File: config.mk
export PLATFORM = sky130hd
export DESIGN_NAME = mmu_sequencer
export DESIGN_NICKNAME = d
export VERILOG_FILES = /design/src/rtl/mmu_sequencer.sv
export SDC_FILE = /design/constraint.sdc
export NUM_CORES = 1
export LEC_CHECK = 0
export CORE_UTILIZATION = 41
export CTS_BUF_LIST = sky130_fd_sc_hd__clkbuf_4 sky130_fd_sc_hd__clkbuf_8 sky130_fd_sc_hd__clkbuf_16
export CTS_CLUSTER_DIAMETER = 60
export CTS_CLUSTER_SIZE = 25
export DETAILED_ROUTE_END_ITERATION = 10
export DONT_BUFFER_PORTS = 1
export PLACE_DENSITY = 0.61
export REMOVE_ABC_BUFFERS = 1
export SYNTH_ARGS = -nofsm -noshare
export SYNTH_HDL_FRONTEND = slang
export SYNTH_SLANG_ARGS = --single-unit
File: constraint.sdc
create_clock -name clk -period 2 [get_ports clk]
set_input_delay 0.3 -clock clk [delete_from_list [all_inputs] [get_ports clk]]
set_output_delay 0.3 -clock clk [all_outputs]
set_load 0.01 [all_outputs]
File: src/rtl/mmu_sequencer.sv
// mmu_sequencer
//   Job sequencer for a 4x4 matrix unit feeder. A job loads four weight bytes
//   and then four input bytes from a host byte stream. It then drives the
//   feeder for RUN_CYCLES compute cycles and pulses done.
//
//   Optional feature: define MMU_SEQ_WEIGHT_REUSE_EN to add reuse_weights.
//   A start with reuse_weights=1 skips the weight load and keeps the stored
//   weights.
//
// Ports
//   clk, rst_n            clock (rising edge); asynchronous active-low reset
//   start                 job request, sampled only when idle
//   abort                 synchronous cancel, highest priority
//   reuse_weights         (feature build only) skip the weight load phase
//   load_valid/load_data  host byte stream: 4 weights, then 4 inputs
//   load_ready            a byte is accepted this cycle when load_valid is also high
//   weight_0..3           latched weight operands
//   input_0..3            latched input operands
//   mmu_en, mmu_cycles    feeder enable and phase index (zero outside RUN)
//   busy                  high in every state except IDLE
//   done                  one-cycle job-complete pulse
module mmu_sequencer #(
    parameter int RUN_CYCLES = 6
) (
    input  logic       clk,
    input  logic       rst_n,
    input  logic       start,
    input  logic       abort,
`ifdef MMU_SEQ_WEIGHT_REUSE_EN
    input  logic       reuse_weights,
`endif
    input  logic       load_valid,
    input  logic [7:0] load_data,
    output logic       load_ready,
    output logic [7:0] weight_0,
    output logic [7:0] weight_1,
    output logic [7:0] weight_2,
    output logic [7:0] weight_3,
    output logic [7:0] input_0,
    output logic [7:0] input_1,
    output logic [7:0] input_2,
    output logic [7:0] input_3,
    output logic       mmu_en,
    output logic [2:0] mmu_cycles,
    output logic       busy,
    output logic       done
);
    typedef enum logic [2:0] {
        S_IDLE, S_LOAD_W, S_LOAD_X, S_RUN, S_DONE
    } state_t;

    localparam logic [2:0] LAST_RUN = 3'(RUN_CYCLES - 1);

    state_t          state, state_nxt;
    logic [2:0]      cnt, cnt_nxt;
    logic [3:0][7:0] weight_q, input_q;
    logic            beat;
    logic            reuse;

`ifdef MMU_SEQ_WEIGHT_REUSE_EN
    assign reuse = reuse_weights;
`else
    assign reuse = 1'b0;
`endif

    // abort is folded into load_ready, so a beat offered in the abort
    // cycle is never accepted.
    assign load_ready = ((state == S_LOAD_W) || (state == S_LOAD_X)) && !abort;
    assign beat       = load_valid && load_ready;

    always_ff @(posedge clk or negedge rst_n) begin
        if (!rst_n) begin
            state <= S_IDLE;
            cnt   <= 3'd0;
        end else begin
            state <= state_nxt;
            cnt   <= cnt_nxt;
        end
    end

    always_comb begin
        state_nxt = state;
        cnt_nxt   = cnt;
        if (abort) begin
            state_nxt = S_IDLE;
            cnt_nxt   = 3'd0;
        end else begin
            case (state)
                S_IDLE: if (start) begin
                    state_nxt = reuse ? S_LOAD_X : S_LOAD_W;
                    cnt_nxt   = 3'd0;
                end
                S_LOAD_W: if (beat) begin
                    if (cnt == 3'd3) begin
                        state_nxt = S_LOAD_X;
                        cnt_nxt   = 3'd0;
                    end else begin
                        cnt_nxt = cnt + 3'd1;
                    end
                end
                S_LOAD_X: if (beat) begin
                    if (cnt == 3'd3) begin
                        state_nxt = S_RUN;
                        cnt_nxt   = 3'd0;
                    end else begin
                        cnt_nxt = cnt + 3'd1;
                    end
                end
                S_RUN: begin
                    if (cnt == LAST_RUN) begin
                        state_nxt = S_DONE;
                        cnt_nxt   = 3'd0;
                    end else begin
                        cnt_nxt = cnt + 3'd1;
                    end
                end
                S_DONE: begin
                    state_nxt = S_IDLE;
                    cnt_nxt   = 3'd0;
                end
                default: begin
                    state_nxt = S_IDLE;
                    cnt_nxt   = 3'd0;
                end
            endcase
        end
    end

    // Operands change only on accepted beats. They are kept across jobs
    // and aborts so that weights can be reused.
    always_ff @(posedge clk or negedge rst_n) begin
        if (!rst_n) begin
            weight_q <= '0;
            input_q  <= '0;
        end else if (beat) begin
            if (state == S_LOAD_W) weight_q[cnt[1:0]] <= load_data;
            else                   input_q[cnt[1:0]]  <= load_data;
        end
    end

    assign weight_0   = weight_q[0];
    assign weight_1   = weight_q[1];
    assign weight_2   = weight_q[2];
    assign weight_3   = weight_q[3];
    assign input_0    = input_q[0];
    assign input_1    = input_q[1];
    assign input_2    = input_q[2];
    assign input_3    = input_q[3];
    assign mmu_en     = (state == S_RUN);
    assign mmu_cycles = (state == S_RUN) ? cnt : 3'd0;
    assign busy       = (state != S_IDLE);
    assign done       = (state == S_DONE);
endmodule

==> Word level (Yosys, flattened, before mapping) <==
Cells that the tools add are included.
{ "totals": {"ff_bits": 70, "latchBits": 0, "ramBits": 0, "romBits": 0, "inputBits": 13, "out_inout_bits": 71, "word_cells": 58, "mem_count": 0} }
{ "op_classes": {"addsub": 1, "n_mul": 0, "div_mod_pow": 0, "order_cmp": 2, "eq_ne": 13, "shifts": 0, "muxes": 19, "bitwise_logic": 1, "reduce_logical": 12} }
{ "ops": {"columns": ["op", "n"], "rows": [
  ["$bwmux W32", 2],
  ["$mux W3", 13],
  ["$demux W8 S2", 1],
  ["$pmux W3 S4", 1],
  ["$eq A3 B2 Y1 const B", 3],
  ["$ne A3 B2 Y1 const B", 3],
  ["$ne A3 B3 Y1 const B", 3],
  ["$pmux W3 S3", 1],
  ["$mux W8", 1],
  ["$eq A3 B3 Y1 const B", 2],
  ["$reduce_and A2 Y1", 3],
  ["$reduce_and A6 Y1", 1],
  ["$add A3 B1 Y3 const B", 1],
  ["$eq A3 B1 Y1 const B", 1],
  ["$logic_and A1 B1 Y1", 3],
  ["$logic_not A3 Y1", 1],
  ["$lt A2 B3 Y1 const B", 1],
  ["$ne A3 B1 Y1 const B", 1],
  ["$reduce_bool A3 Y1", 1],
  ["$ge A2 B1 Y1 const B", 1],
  ["$reduce_or A2 Y1", 1],
  ["$logic_not A1 Y1", 1],
  ["$logic_or A1 B1 Y1", 1],
  ["$not A1 Y1", 1]
]} }

==> Logic depth before layout (Yosys ltp) <==
{ "depth": {"word_depth": 7, "depth_mapped": 6, "depth_no_buf": 6} }

==> Worst setup path before layout <==
Ideal clock, no wire load.
{ "synth_timing": {"kind": "register to register", "start": "register state[2]", "end": "register input_q, in the netlist input_2[0]", "setup_time_ns": 0.125, "t_arrival_ns": 1.579, "t_required_ns": 1.875, "setup_slack_ns": 0.297, "path_stages_with_launch": 4, "n_path_buf": 0, "period_less_slack_ns": 1.703, "path_cell_list": "dfrtp_1 or4b_4 nor2_8 mux2_2"} }
{ "synth_between": {"elab_chain_cells": 5, "word_cells_on_any_way": 7, "classes_between": "eq/ne: 2; bitwise: 1; reduce/logical: 4"} }
{ "synth_rtl": {"columns": ["item", "line_no", "text"], "rows": [
  ["start, declared", "54", "state_t state, state_nxt;"],
  ["start signal, assigned", "76", "state <= state_nxt;"],
  ["$eq A3 B1 Y1 / $eq A3 B2 Y1 (equally long branches)", "68, 136", null],
  ["$logic_or A1 B1 Y1", "68", "assign load_ready = ((state == S_LOAD_W) || (state == S_LOAD_X)) && !abort;"],
  ["$logic_and A1 B1 Y1", "68", null],
  ["$logic_and A1 B1 Y1", "69", "assign beat = load_valid && load_ready;"],
  ["$reduce_and A2 Y1 (no source line) *", null, null],
  ["end signal, assigned by index", "137", "else input_q[cnt[1:0]] <= load_data;"],
  ["end, declared", "56", "logic [3:0][7:0] weight_q, input_q;"]
]} }
Every way passes the cells marked *; elsewhere a longest branch is shown, timed or not.
A chain may end at the register's enable or synchronous reset.

==> Final worst setup path <==
{ "layout_timing": {"start": "register state[2]", "end": "register input_q, in the netlist input_0[6]"} }
Same word-level chain as after synthesis.

==> impl_results.rst <==
.. list-table::
   :header-rows: 1

   * - Metric
     - Value
   * - Clock tree buffer depth
     - 2
   * - TritonCTS Buffers
     - 9
   * - Worst path cell trace
     - or4b_4 -> nor2_8 -> mux2_2
   * - Critical R2R Capture
     - input_0[6]
   * - Height of the chip
     - 87.08 microns
   * - Unrepaired setup endpoints after global routing
     - no
   * - Number of antenna violations at the first check in global routing
     - 0
   * - Final worst hold slack
     - 0.08651 ns
   * - Actual transition at the worst max-transition pin
     - 0.3899 ns
   * - Overflow left after global routing
     - 0
   * - Number of nets in the final layout
     - 242
   * - Power density over the cells
     - 1065 nW/um^2
   * - Final critical-path setup slack
     - 0.1536 ns
   * - # hold bufs at CTS
     - 3
   * - Hold crit path type
     - input port to register
   * - Post-detailed-route DRC marker count
     - 0
   * - Result of the run
     - complete, no violations
   * - HPWL after detailed placement
     - 4.433 mm
   * - Simple-Gate Fraction of Synth Area
     - 9.823%
   * - Netlist area before placement
     - 2968 sq um
   * - Area added between synthesis and finish
     - 16.78%
   * - Total of cells resized after clock tree synthesis
     - 0
   * - Setup Fix Bufs, Post-CTS
     - 0
   * - Startpoint Class
     - register
   * - Filler cells
     - 623
   * - Register cell area after layout
     - 1752 sq um
   * - Adder and majority cell fraction of the synthesized area
     - 2.530%
   * - Cell with the biggest individual delay on the critical path
     - sky130_fd_sc_hd__or4b_4
   * - Switching share of power
     - 26.73%
   * - Psw
     - 986.9 uW
   * - Period utilization
     - 92.32%
   * - Combinational cell fraction of total power
     - 11.1%
   * - Number of instances in the synthesized netlist
     - 200
   * - XOR/XNOR Fraction of Synth Area
     - 0.2951%
   * - Headroom to the max-slew limit
     - 73.64%
   * - Relative contribution of the clock network to total power
     - 38.9%
   * - Cell variety after synth
     - 38
   * - Count of pins on the block boundary
     - 84
   * - Non-filler cells in the finished layout
     - 324
   * - Via count normalized by instance count
     - 5.269
   * - Max Cap Violations
     - 0
   * - Int Power
     - 2.706 mW
   * - Number of optimization iterations in the first detailed-route pass
     - 4
   * - Via count of the first global-routing pass
     - 1708
   * - Mean post-synth cell area
     - 14.84 sq um
   * - Area taken by multi-input logic gates
     - 1184 sq um
   * - Maximum fanout along the worst path
     - 8
   * - Number of levels the H-tree was split into
     - 3
   * - Final hold violation count
     - 0
   * - Worst Hold End
     - weight_1[4]
   * - Crit-path max cell delay
     - 0.67 ns
   * - Row count
     - 30
   * - Number of slew-limit violations in the final report
     - 0
   * - Clock Pin Slew Worst Setup and Hold Paths
     - 0.08 ns
   * - Hold Crit Depth
     - 1
   * - EDFF count, synth
     - 0
   * - Startpoint of the most critical hold path
     - load_data[4]
   * - CTS sink count
     - 70
   * - Root buffer cell
     - sky130_fd_sc_hd__clkbuf_8
   * - Clk_skew
     - 0.009793 ns
   * - Total Die Area
     - 7583 sq um
   * - Cells on worst reg2reg path
     - 3
   * - Setup violations, final
     - 0
   * - Primary flip-flop cell chosen by synthesis mapping
     - sky130_fd_sc_hd__dfrtp_1
   * - Post-placement setup slack
     - 0.1619 ns
   * - Most common cell after layout, fill and taps aside
     - sky130_fd_sc_hd__dfrtp_1
   * - Area of placed instances
     - 3164 sq um
   * - Post-DRT Antenna Nets
     - 0
   * - Flops & latches, synth
     - 70
   * - First-pass GRT wire length
     - 9.722 mm
   * - Initial core utilization
     - 42.97%
   * - Sum Neg Setup Slack
     - 0 ns
   * - Post-Layout Inst Area
     - 3466 sq um
   * - Antenna diode count
     - 0
   * - Number of instances in the placed design
     - 305
   * - Final WL
     - 6.466 mm
   * - Synthesized-area fraction occupied by ao, oa, aoi and oai cells
     - 2.951%
   * - Fraction of final layout cells sized beyond drive strength 1
     - 45.61%
   * - Weighted congestion at the end of routability-driven global placement
     - 0.8701
   * - All-Layer GR Usage
     - 18.28%
   * - Critical path class
     - register to register
   * - Register-to-register path setup slack
     - 0.15 ns
   * - Number of DRC markers in iteration 0
     - 52
   * - Commonest cells after routing, fill and taps aside
     - sky130_fd_sc_hd__dfrtp_1, sky130_fd_sc_hd__mux2_2, sky130_fd_sc_hd__buf_4
   * - Largest net degree at the start of global routing
     - 71
   * - Required time of the critical path
     - 2.23 ns
   * - Clock tree from TritonCTS
     - done
   * - Port Buf Inserts
     - 0
   * - Register share of total power
     - 49.9%
   * - Setup crit end kind
     - register
   * - Die width
     - 87.08 microns
   * - Async set-reset flop share out of synthesis
     - 100.0%
   * - Fraction of synthesized area in multiplexers
     - 24.28%
   * - Vias after detailed routing
     - 1707
   * - Placeable core region
     - 6907 sq um
   * - Final critical-path required period
     - 1.846 ns
   * - Insertion delay to the later sink of the worst-skew pair
     - 0.35 ns
   * - Dominant combinational cell family by area after synthesis
     - multiplexers
   * - Largest voltage drop on the vdd net
     - 446.4 uV
   * - DR WL/cell
     - 19.96 microns
   * - Peak clock frequency supported by timing
     - 0.5416 GHz
   * - Synth Warn #
     - 0
   * - Crit path arrival time
     - 2.07 ns
   * - Static leakage power
     - 1.733 nW
   * - Sequential-to-total area share from yosys stat
     - 59.02%
   * - Worst flop-to-flop path startpoint
     - state[2]
sequential cells by signal (all words and copies together) (netlist names):
| signal | flops |
|---|---|
| state | 3 |
| weight_1 | 8 |
| weight_0 | 8 |
| cnt | 3 |
| input_2 | 8 |
| weight_3 | 8 |
| weight_2 | 8 |
| input_0 | 8 |
| input_3 | 8 |
| input_1 | 8 |
cell usage after synthesis, drive strengths merged, types with 2 or more instances:
master  count  area (sq um)
nor2b       2         12.51
a21oi       4         20.02
buf         2         10.01
dfrtp      70          1752
nand4       2         18.77
nand2       4         15.01
nand3       2         15.01
or3         3         18.77
o21ai       3         18.77
nor2       10         98.84
and2        4         25.02
a31oi       2         12.51
mux2       64         720.7
inv         5         18.77
ha          6         75.07
nor3        2         10.01
critical path: cells and delay by family, from the launching register on:
family,cells,cell delay [ns]
flip-flops,1,0.44
multiplexers,1,0.36
AND/OR/NAND/NOR,2,0.92
worst max-delay path by stage:
| stage | cells after the start | to | slack (ns) | from |
|---|---|---|---|---|
| 5_1_grt | 6 | input_1[3] | 0.09 | cnt[1] |
| 6_report | 3 | input_0[6] | 0.15 | state[2] |
| 4_1_cts | 3 | input_1[3] | 0.15 | state[2] |
| 3_3_place_gp | 3 | input_0[7] | 0.18 | state[2] |
| 2_1_floorplan | 3 | input_1[0] | 0.21 | state[0] |
| 3_5_place_dp | 3 | input_0[6] | 0.16 | state[2] |
power groups by stage:
stage / Clock (mW) / Combinational (mW) / Sequential (mW)
2_1_floorplan: 0 / 0.287 / 1.84
3_3_place_gp: 0 / 0.366 / 1.87
3_5_place_dp: 0 / 0.374 / 1.88
4_1_cts: 1.47 / 0.414 / 1.85
5_1_grt: 1.54 / 0.451 / 1.87
6_report: 1.44 / 0.411 / 1.84
routing by layer:
layer	vias to the layer above	GRT usage, %	part of all wire [%]
li1	766	-	-
met1	865	24.17	44
met2	64	25.63	46
met3	12	6.635	8.2
met4	0	10.91	2.6
met5	-	0	0
stage by stage:
stage	power, mW	util [%]
detailed placement	2.251	45.82
CTS	3.737	50.18
finish	3.693	50.18
floorplan	2.128	-
global route	3.859	50.18
global placement	2.240	45.82
cell type report:
class                   count  share of cell area (%)
repair buffers             15                   3.971
multi-input cells         122                   34.15
clock inverters             6                   3.357
flip-flops and latches     70                   50.54
inverters                   5                  0.5415
well taps                  96                   3.466
clock buffers              10                   3.971
cell families (layout without fill, tap and decap cells):
group / Yosys count / count (layout)
buffers and inverters: 8 / 36
and+or+nand+nor: 38 / 38
muxes: 64 / 64
AOI/OAI and AO/OA: 13 / 13
DFF: 70 / 70
xor gates and xnor gates: 1 / 1
adders and majority gates: 6 / 6
No activity file was read; power rests on OpenSTA's default activity.
